==> config.mk <==
export PLATFORM = sky130hd
export DESIGN_NAME = riscv_lsu
export DESIGN_NICKNAME = d
export VERILOG_FILES = /design/src/rtl/riscv_lsu.sv
export SDC_FILE = /design/constraint.sdc
export NUM_CORES = 1
export LEC_CHECK = 0
export ABC_AREA = 0
export CORE_AREA = 8 8 119 121
export CTS_CLUSTER_SIZE = 20
export DETAILED_ROUTE_END_ITERATION = 12
export DIE_AREA = 0 0 127 129
export PLACE_DENSITY = 0.73
export SLEW_MARGIN = 20
export SYNTH_ARGS = -nofsm -noshare
export SYNTH_HDL_FRONTEND = slang
export SYNTH_SLANG_ARGS = --single-unit
==> constraint.sdc <==
create_clock -name clk_i -period 2.6 [get_ports clk_i]
set_input_delay 0.52 -clock clk_i [delete_from_list [all_inputs] [get_ports clk_i]]
set_output_delay 0.52 -clock clk_i [all_outputs]
set_load 0.01 [all_outputs]
==> src/rtl/riscv_lsu.sv <==
// Load-store unit: turns decoder memory controls into a req/ack data-bus access,
// steering store lanes and extending load results, and stalls the core until done.
module riscv_lsu #(
  parameter int TIMEOUT_CYCLES = 16
) (
  input  logic        clk_i,
  input  logic        rst_i,
  input  logic        lsu_req_i,
  input  logic        lsu_we_i,
  input  logic [2:0]  lsu_size_i,
  input  logic [31:0] lsu_addr_i,
  input  logic [31:0] lsu_data_i,
  output logic        lsu_stall_req_o,
  output logic [31:0] lsu_data_o,
  output logic        lsu_misalign_o,
  output logic        lsu_bus_err_o,
  output logic        data_req_o,
  output logic        data_we_o,
  output logic [3:0]  data_be_o,
  output logic [31:0] data_addr_o,
  output logic [31:0] data_wdata_o,
  input  logic        data_ack_i,
  input  logic [31:0] data_rdata_i
);

  typedef enum logic [1:0] {IDLE, BUSY, DONE} state_e;

  localparam int CNT_W = (TIMEOUT_CYCLES > 0) ? $clog2(TIMEOUT_CYCLES + 1) : 1;
  localparam logic [CNT_W-1:0] CNT_LAST =
    (TIMEOUT_CYCLES > 0) ? CNT_W'(TIMEOUT_CYCLES - 1) : '0;

  state_e           state_q, state_d;
  logic             we_q, we_d;
  logic [2:0]       size_q, size_d;
  logic [1:0]       off_q, off_d;
  logic [31:0]      addr_q, addr_d;
  logic [3:0]       be_q, be_d;
  logic [31:0]      wdata_q, wdata_d;
  logic [CNT_W-1:0] cnt_q, cnt_d;
  logic [31:0]      rdata_q, rdata_d;
  logic             err_q, err_d;

  logic             misaligned;
  logic             timeout_hit;
  logic [3:0]       be_new;
  logic [31:0]      wdata_new;
  logic [31:0]      load_ext;
  logic [7:0]       ld_byte;
  logic [15:0]      ld_half;

  // size[1:0]: 0 = byte, 1 = half, 2/3 = word; size[2] selects zero extension.
  assign misaligned = ((lsu_size_i[1:0] == 2'b01) && lsu_addr_i[0]) ||
                      (lsu_size_i[1] && (lsu_addr_i[1:0] != 2'b00));

  assign timeout_hit = (TIMEOUT_CYCLES > 0) && (cnt_q == CNT_LAST);

  always_comb begin
    be_new    = 4'b1111;
    wdata_new = lsu_data_i;
    if (lsu_we_i) begin
      unique case (lsu_size_i[1:0])
        2'b00: begin
          be_new    = 4'b0001 << lsu_addr_i[1:0];
          wdata_new = {4{lsu_data_i[7:0]}};
        end
        2'b01: begin
          be_new    = 4'b0011 << lsu_addr_i[1:0];
          wdata_new = {2{lsu_data_i[15:0]}};
        end
        default: begin
          be_new    = 4'b1111;
          wdata_new = lsu_data_i;
        end
      endcase
    end
  end

  always_comb begin
    ld_byte = data_rdata_i[8*off_q +: 8];
    ld_half = data_rdata_i[16*off_q[1] +: 16];
    unique case (size_q)
      3'd0:    load_ext = {{24{ld_byte[7]}}, ld_byte};
      3'd4:    load_ext = {24'h0, ld_byte};
      3'd1:    load_ext = {{16{ld_half[15]}}, ld_half};
      3'd5:    load_ext = {16'h0, ld_half};
      default: load_ext = data_rdata_i;
    endcase
  end

  always_comb begin
    // NOTE: every signal gets a default first so no path leaves it unassigned (no latch).
    state_d         = state_q;
    we_d            = we_q;
    size_d          = size_q;
    off_d           = off_q;
    addr_d          = addr_q;
    be_d            = be_q;
    wdata_d         = wdata_q;
    cnt_d           = cnt_q;
    rdata_d         = rdata_q;
    err_d           = err_q;
    lsu_stall_req_o = 1'b0;
    lsu_misalign_o  = 1'b0;

    unique case (state_q)
      IDLE: begin
        if (lsu_req_i) begin
          if (misaligned) begin
            lsu_misalign_o = 1'b1;
          end else begin
            lsu_stall_req_o = 1'b1;
            we_d            = lsu_we_i;
            size_d          = lsu_size_i;
            off_d           = lsu_addr_i[1:0];
            addr_d          = {lsu_addr_i[31:2], 2'b00};
            be_d            = be_new;
            wdata_d         = wdata_new;
            cnt_d           = '0;
            err_d           = 1'b0;
            state_d         = BUSY;
          end
        end
      end
      BUSY: begin
        lsu_stall_req_o = 1'b1;
        if (data_ack_i) begin
          rdata_d = we_q ? 32'h0 : load_ext;
          err_d   = 1'b0;
          state_d = DONE;
        end else if (timeout_hit) begin
          rdata_d = 32'h0;
          err_d   = 1'b1;
          state_d = DONE;
        end else if (cnt_q != CNT_LAST) begin
          // Saturating so a disabled timeout can never wrap the counter.
          cnt_d = cnt_q + CNT_W'(1);
        end
      end
      DONE: begin
        state_d = IDLE;
      end
      default: state_d = IDLE;
    endcase
  end

  // NOTE: sequential state uses non-blocking assignments so all flops update together.
  always_ff @(posedge clk_i) begin
    if (rst_i) begin
      state_q <= IDLE;
      we_q    <= 1'b0;
      size_q  <= 3'd0;
      off_q   <= 2'd0;
      addr_q  <= 32'h0;
      be_q    <= 4'h0;
      wdata_q <= 32'h0;
      cnt_q   <= '0;
      rdata_q <= 32'h0;
      err_q   <= 1'b0;
    end else begin
      state_q <= state_d;
      we_q    <= we_d;
      size_q  <= size_d;
      off_q   <= off_d;
      addr_q  <= addr_d;
      be_q    <= be_d;
      wdata_q <= wdata_d;
      cnt_q   <= cnt_d;
      rdata_q <= rdata_d;
      err_q   <= err_d;
    end
  end

  assign data_req_o    = (state_q == BUSY);
  assign data_we_o     = we_q;
  assign data_be_o     = be_q;
  assign data_addr_o   = addr_q;
  assign data_wdata_o  = wdata_q;
  assign lsu_data_o    = rdata_q;
  assign lsu_bus_err_o = (state_q == DONE) && err_q;

endmodule

======== After elaboration in Yosys (flattened, before gate mapping) ========
Cells that the tools add are included.
W data, S select, Z words.
operators by class
  muxes and demuxes ....................... 30
  bitwise operators ....................... 1
  add/sub/neg operators ................... 1
  equality and inequality tests ........... 14
  shift-type cells ........................ 4
  reduce and logical (&&, ||, !) cells .... 15
operators by type and width
  operator               number
  $mux W32               4
  $pmux W32 S4           1
  $pmux W32 S2           1
  $shiftx A32 B6 Y16     1
  $shiftx A32 B6 Y8      1
  $mux W5                5
  $pmux W5 S2            1
  $mux W1                9
  $mux W2                4
  $ne A2 B2 Y1 const B   4
  $pmux W4 S2            1
  $eq A3 B3 Y1 const B   2
  $reduce_and A3 Y1      2
  $reduce_and A6 Y1      1
  $reduce_bool A2 Y1     3
  $add A5 B1 Y5 const B  1
  $eq A5 B4 Y1 const B   1
  $ne A5 B4 Y1 const B   1
  $eq A2 B1 Y1 const B   2
  $logic_not A2 Y1       2
  $mux W4                1
  $pmux W1 S2            2
  $pmux W2 S2            1
  $reduce_and A4 Y1      1
  11 further kinds       13
storage, ports and cells
  bits in registers ....................... 112
  logic and storage cells ................. 75
  output and inout bits ................... 105

======== Longest topological paths before layout ========
Gate-level depths: netlist (run 1).
  depth after elaboration ................. 6
  gate-level depth with buffers ........... 9
  depth with buffers taken out ............ 7

======== Worst setup path before layout (run 1) ========
Ideal clock, no wire load.
  path kind ............................... reg2reg
  start ................................... register cnt_q[0]
  end ..................................... register cnt_q[2]
  setup time .............................. 86 ps
  arrival ................................. 1845 ps
  slack ................................... 669 ps
  period minus slack after synthesis ...... 1931 ps
  stages on the path, launching flop included .. 8
  path buffers ............................ 0
  required time ........................... 2514 ps
  cells stage by stage .................... dfxtp_1 ha_1 and3_1 ha_1 nor3b_1 a41oi_1 or3_1 a211oi_1
on the way
  cells in the longest elaborated chain, start to end .. 5
  elaborated cells between the ends (all ways) .. 10
  classes of those cells .................. add/sub (1); eq/ne (4); mux (4); reduce/logical (1)
ends and longest elaborated chain
  element                   line  text
  start: declaration        39    logic [CNT_W-1:0] cnt_q, cnt_d;
  start signal: assignment  167   cnt_q <= cnt_d;
  $add A5 B1 Y5             136   cnt_d = cnt_q + CNT_W'(1);
  $mux W5                   134   end else if (cnt_q != CNT_LAST) begin
  $mux W5                   130   end else if (timeout_hit) begin
  $mux W5                   126   if (data_ack_i) begin
  $pmux W5 S2               105   unique case (state_q)
Several ways; a longest one is shown, not always the timed one. The select of a mux whose other input is x is not followed.
A chain may end at the register's enable or synchronous reset.

======== Worst setup path after layout (run 1) ========
  start ................................... input port lsu_req_i
  end ..................................... output port lsu_misalign_o
on the way
  cells in the longest elaborated chain, start to end .. 2
ends and longest elaborated chain
  element             line  text
  start: declaration  8     input logic lsu_req_i,
  $mux W1             107   if (lsu_req_i) begin
  $mux W1             105
  end: declaration    15    output logic lsu_misalign_o,
No other way between the ends.

==> flow_metrics.tcl, run 1 <==
set metrics [dict create \
    static_leakage_power_uw 0.002583 \
    critical_path_buf_inv_count 2 \
    floorplan.die.height_um 129 \
    place_area_sq_mm 0.006965 \
    clock_skew_ns 0.007400 \
    fin_area_sq_mm 0.007271 \
    globalRoute.totalOverflow 0 \
    timing.final.max_slew_violations 0 \
    synth_compound_area_frac 0.2281 \
    placedCellCount 880 \
    finish.net_count 847 \
    viasPerCell 5.257 \
    vias 4710 \
    cap_violations 0 \
    layoutNonFillerInstCount 896 \
    clock_sinks 112 \
    count_of_pins_on_the_block_boundary 209 \
    worst_slew_pin_slew_ns 0.7940 \
    combinational_family_with_the_most_area_after_synthesis "compound AO/OA/AOI/OAI gates" \
    finalWeightedCongestion 0.8204 \
    die_area_sq_mm 0.01638 \
    power.density_cell_area_mw_per_mm2 550.7 \
    core_area_sq_mm 0.01231 \
    post_cts_resized 0 \
    final-setup-viol-count 0 \
    initial_antenna_violation_count 0 \
    worstHoldPathType "reg -> reg" \
    ir_worst_vdd_mv 0.4006 \
    cp_slowest_stage_delay_ns 0.57 \
    drt_pass1_iterations 4 \
    dr.first_iter.drc_count 266 \
    tritoncts "built" \
    worstPathArrival_ns 2.00 \
    final_antenna_net_count 0 \
    max_slew_margin 0.4707 \
    top_library_cells_by_usage_in_the_layout_fill_and_taps_aside "205 x sky130_fd_sc_hd__clkdlybuf4s50_1, 129 x sky130_fd_sc_hd__nand2_1, 112 x sky130_fd_sc_hd__dfxtp_1" \
    fmax_ghz 0.3971 \
    die_width_um 127 \
    synth_cell_type_count 55 \
    synthesis.area_per_instance_sq_um 8.682 \
    timing.critical_path.to_type "output port" \
    number_of_enable_type_register_cells_in_the_synthesized_netlist 0 \
    first_global_vias 4827 \
    flow.area_growth_from_synthesis_pct 51.17 \
    row_count 41 \
    drc 0 \
    post_cts_buffers 0 \
    final.min_clock_period_ns 2.518 \
    clock_tree.buffer_depth 2 \
    ys.flop_type "sky130_fd_sc_hd__dfxtp_1" \
    timing.final.crit_share 0.9686 \
    critical_path.top_delay_family "buffers and inverters" \
    drt-total-wl_mm 16.03 \
    worst_setup_hold_path_clk_slew_ns 0.07 \
    root_buffer_cell "sky130_fd_sc_hd__clkbuf_16" \
    final.setup.tns_ns 0 \
    yosys-mux-area-fraction 0.06530 \
    seq_area_frac_synth 0.4662 \
    post_synth_simple_gate_area 0.1759 \
    place_hpwl_mm 12.04 \
    synth_warnings 0 \
    ys_seq_elements 112 \
    final.hold.worst_slack_ns 0.4537 \
    post_synth_fa_ha_maj_area_fraction 0.005203 \
    outcome "complete, no violations" \
    wire_length_of_the_first_global_routing_pass_mm 24.91 \
    cts-buffers-inserted 9 \
    grt_max_degree 75 \
    critical_path.cell_chain "clkdlybuf4s50_1, nor3b_2, a21boi_0, clkdlybuf4s50_1" \
    synth.cell_area_sq_mm 0.004810 \
    h_tree_lvl_count 3 \
    asyncSetResetFlopFracSynth 0 \
    clk_latency_ns 0.36 \
    hold_buffers 0 \
    final_core_util 0.5905 \
    hold_viol_final 0 \
    timing_worst_setup_path_type "in -> out" \
    number_of_diodes 0 \
    port_buffers 206 \
    setup_repair_after_global_routing_missed_its_margin "false" \
    commonest_non_fill_non_tap_cell_in_the_layout "sky130_fd_sc_hd__clkdlybuf4s50_1" \
    cp.required_ns 2.08 \
    path_max_fanout 3 \
    timing.critical_path.slowest_stage_cell "sky130_fd_sc_hd__clkdlybuf4s50_1" \
    floorplan.initialDensity 0.3907 \
    grt_usage 0.1907 \
    synthCells 554 \
    routed_wire_length_per_instance_um 17.89 \
    final_layout_size_suffix_gt1_frac 0.06166 \
    cpMostUsedCell "sky130_fd_sc_hd__clkdlybuf4s50_1" \
    share_of_the_synthesized_netlist_area_taken_by_xor_and_xnor_gates 0.001821 \
    worst_setup_path_start_kind "primary input" \
]
[sequential cells by signal, indices dropped and copies added (netlist names)]
name and cells:
cnt_q 5, data_we_o 1, data_be_o 4, err_q 1
size_q 3, state_q 2, data_addr_o 30, lsu_data_o 32
off_q 2, data_wdata_o 32
[worst min-delay path: stages, from the launching register on]
cell and delay [ns]:
sky130_fd_sc_hd__dfxtp_1 0.31, sky130_fd_sc_hd__nand2_1 0.05, sky130_fd_sc_hd__a21oi_1 0.05
[power breakdown]
part	leakage, uW	internal [uW]	switching [uW]
logic	0.00153	399	336
clock network	0.000142	756	663
registers	0.000912	1800	52.7
total	0.00258	2950	1050
[worst paths after layout]
check,startpoint,to,slack (ns),cells past startpoint
setup / recovery,lsu_req_i,lsu_misalign_o,0.08,4
hold / removal,data_addr_o[25]$_SDFFE_PP0P_,data_addr_o[25]$_SDFFE_PP0P_,0.45,2
setup reg to reg,cnt_q[0]$_SDFFE_PP0P_,cnt_q[2]$_SDFFE_PP0P_,0.47,7
hold reg to reg,data_addr_o[25]$_SDFFE_PP0P_,data_addr_o[25]$_SDFFE_PP0P_,0.45,2
[through the flow]
step | worst slack [ns] | power (uW)
after floorplan | 0.6690 | 2205
after global placement | 0.07536 | 2613
after detailed placement | 0.07544 | 2627
after CTS | 0.06983 | 4042
after global routing | 0.01655 | 4180
final | 0.08160 | 4004
[kinds of logic (layout without fill, tap and decap cells)]
family          Yosys count  count (layout)
fa+ha+maj                 2               2
other cells               1               2
compound gates          163             163
xor+xnor                  1               1
simple gates            190             190
flops                   112             112
mux                      31              31
buf+inv                  54             245
[per-layer routing]
layer	up-vias	wire length, um	track usage
li1	2326	-	-
met1	2179	6280	0.2032
met2	180	7406	0.3079
met3	25	1940	0.1076
met4	0	398	0.07698
met5	-	0	0
[layout make-up]
type | instances | area [sq um]
clock buffers | 9 | 225.2
flip-flops and latches | 112 | 2242
multi-input cells | 389 | 2307
clock inverters | 7 | 80.08
fillers | 1093 | 5041
well taps | 150 | 187.7
inverters | 7 | 26.28
repair buffers | 222 | 2202
[Yosys cell counts (2+ instances only)]
cell type | instances | area (sq um)
sky130_fd_sc_hd__a211oi_1 | 11 | 82.58
sky130_fd_sc_hd__a21oi_1 | 71 | 355.3
sky130_fd_sc_hd__a221o_1 | 18 | 180.2
sky130_fd_sc_hd__a22o_1 | 6 | 52.55
sky130_fd_sc_hd__a2bb2oi_1 | 5 | 43.79
sky130_fd_sc_hd__a311oi_1 | 3 | 26.28
sky130_fd_sc_hd__and2_1 | 2 | 12.51
sky130_fd_sc_hd__and3_1 | 3 | 18.77
sky130_fd_sc_hd__buf_1 | 3 | 11.26
sky130_fd_sc_hd__buf_2 | 14 | 70.07
sky130_fd_sc_hd__buf_4 | 4 | 30.03
sky130_fd_sc_hd__buf_6 | 5 | 56.30
sky130_fd_sc_hd__clkbuf_1 | 21 | 78.83
sky130_fd_sc_hd__dfxtp_1 | 112 | 2242
sky130_fd_sc_hd__ha_1 | 2 | 25.02
sky130_fd_sc_hd__inv_1 | 4 | 15.01
sky130_fd_sc_hd__inv_2 | 2 | 7.510
sky130_fd_sc_hd__mux2_2 | 3 | 33.78
sky130_fd_sc_hd__mux2i_1 | 28 | 280.3
sky130_fd_sc_hd__nand2_1 | 129 | 484.2
sky130_fd_sc_hd__nand2b_1 | 4 | 25.02
sky130_fd_sc_hd__nand3_1 | 3 | 15.01
sky130_fd_sc_hd__nor2_1 | 21 | 78.83
sky130_fd_sc_hd__nor2b_1 | 13 | 81.33
sky130_fd_sc_hd__nor3_1 | 3 | 15.01
sky130_fd_sc_hd__o211ai_1 | 16 | 120.1
sky130_fd_sc_hd__o21a_1 | 2 | 15.01
sky130_fd_sc_hd__o21ai_0 | 8 | 40.04
sky130_fd_sc_hd__o221ai_1 | 6 | 52.55
sky130_fd_sc_hd__o22ai_1 | 6 | 37.54
sky130_fd_sc_hd__or3_1 | 2 | 12.51
No activity file was read; power rests on OpenSTA's default activity.
==> inputs of run 2 (changes only) <==
--- a/config.mk
+++ b/config.mk
@@ -10,6 +10,7 @@
 export CTS_CLUSTER_SIZE = 20
 export DETAILED_ROUTE_END_ITERATION = 12
 export DIE_AREA = 0 0 127 129
+export HOLD_SLACK_MARGIN = 0.1
 export PLACE_DENSITY = 0.73
 export SLEW_MARGIN = 20
 export SYNTH_ARGS = -nofsm -noshare
==> results of run 2 <==
No change in the layout: final DEF, timing and power equal those of run 1.
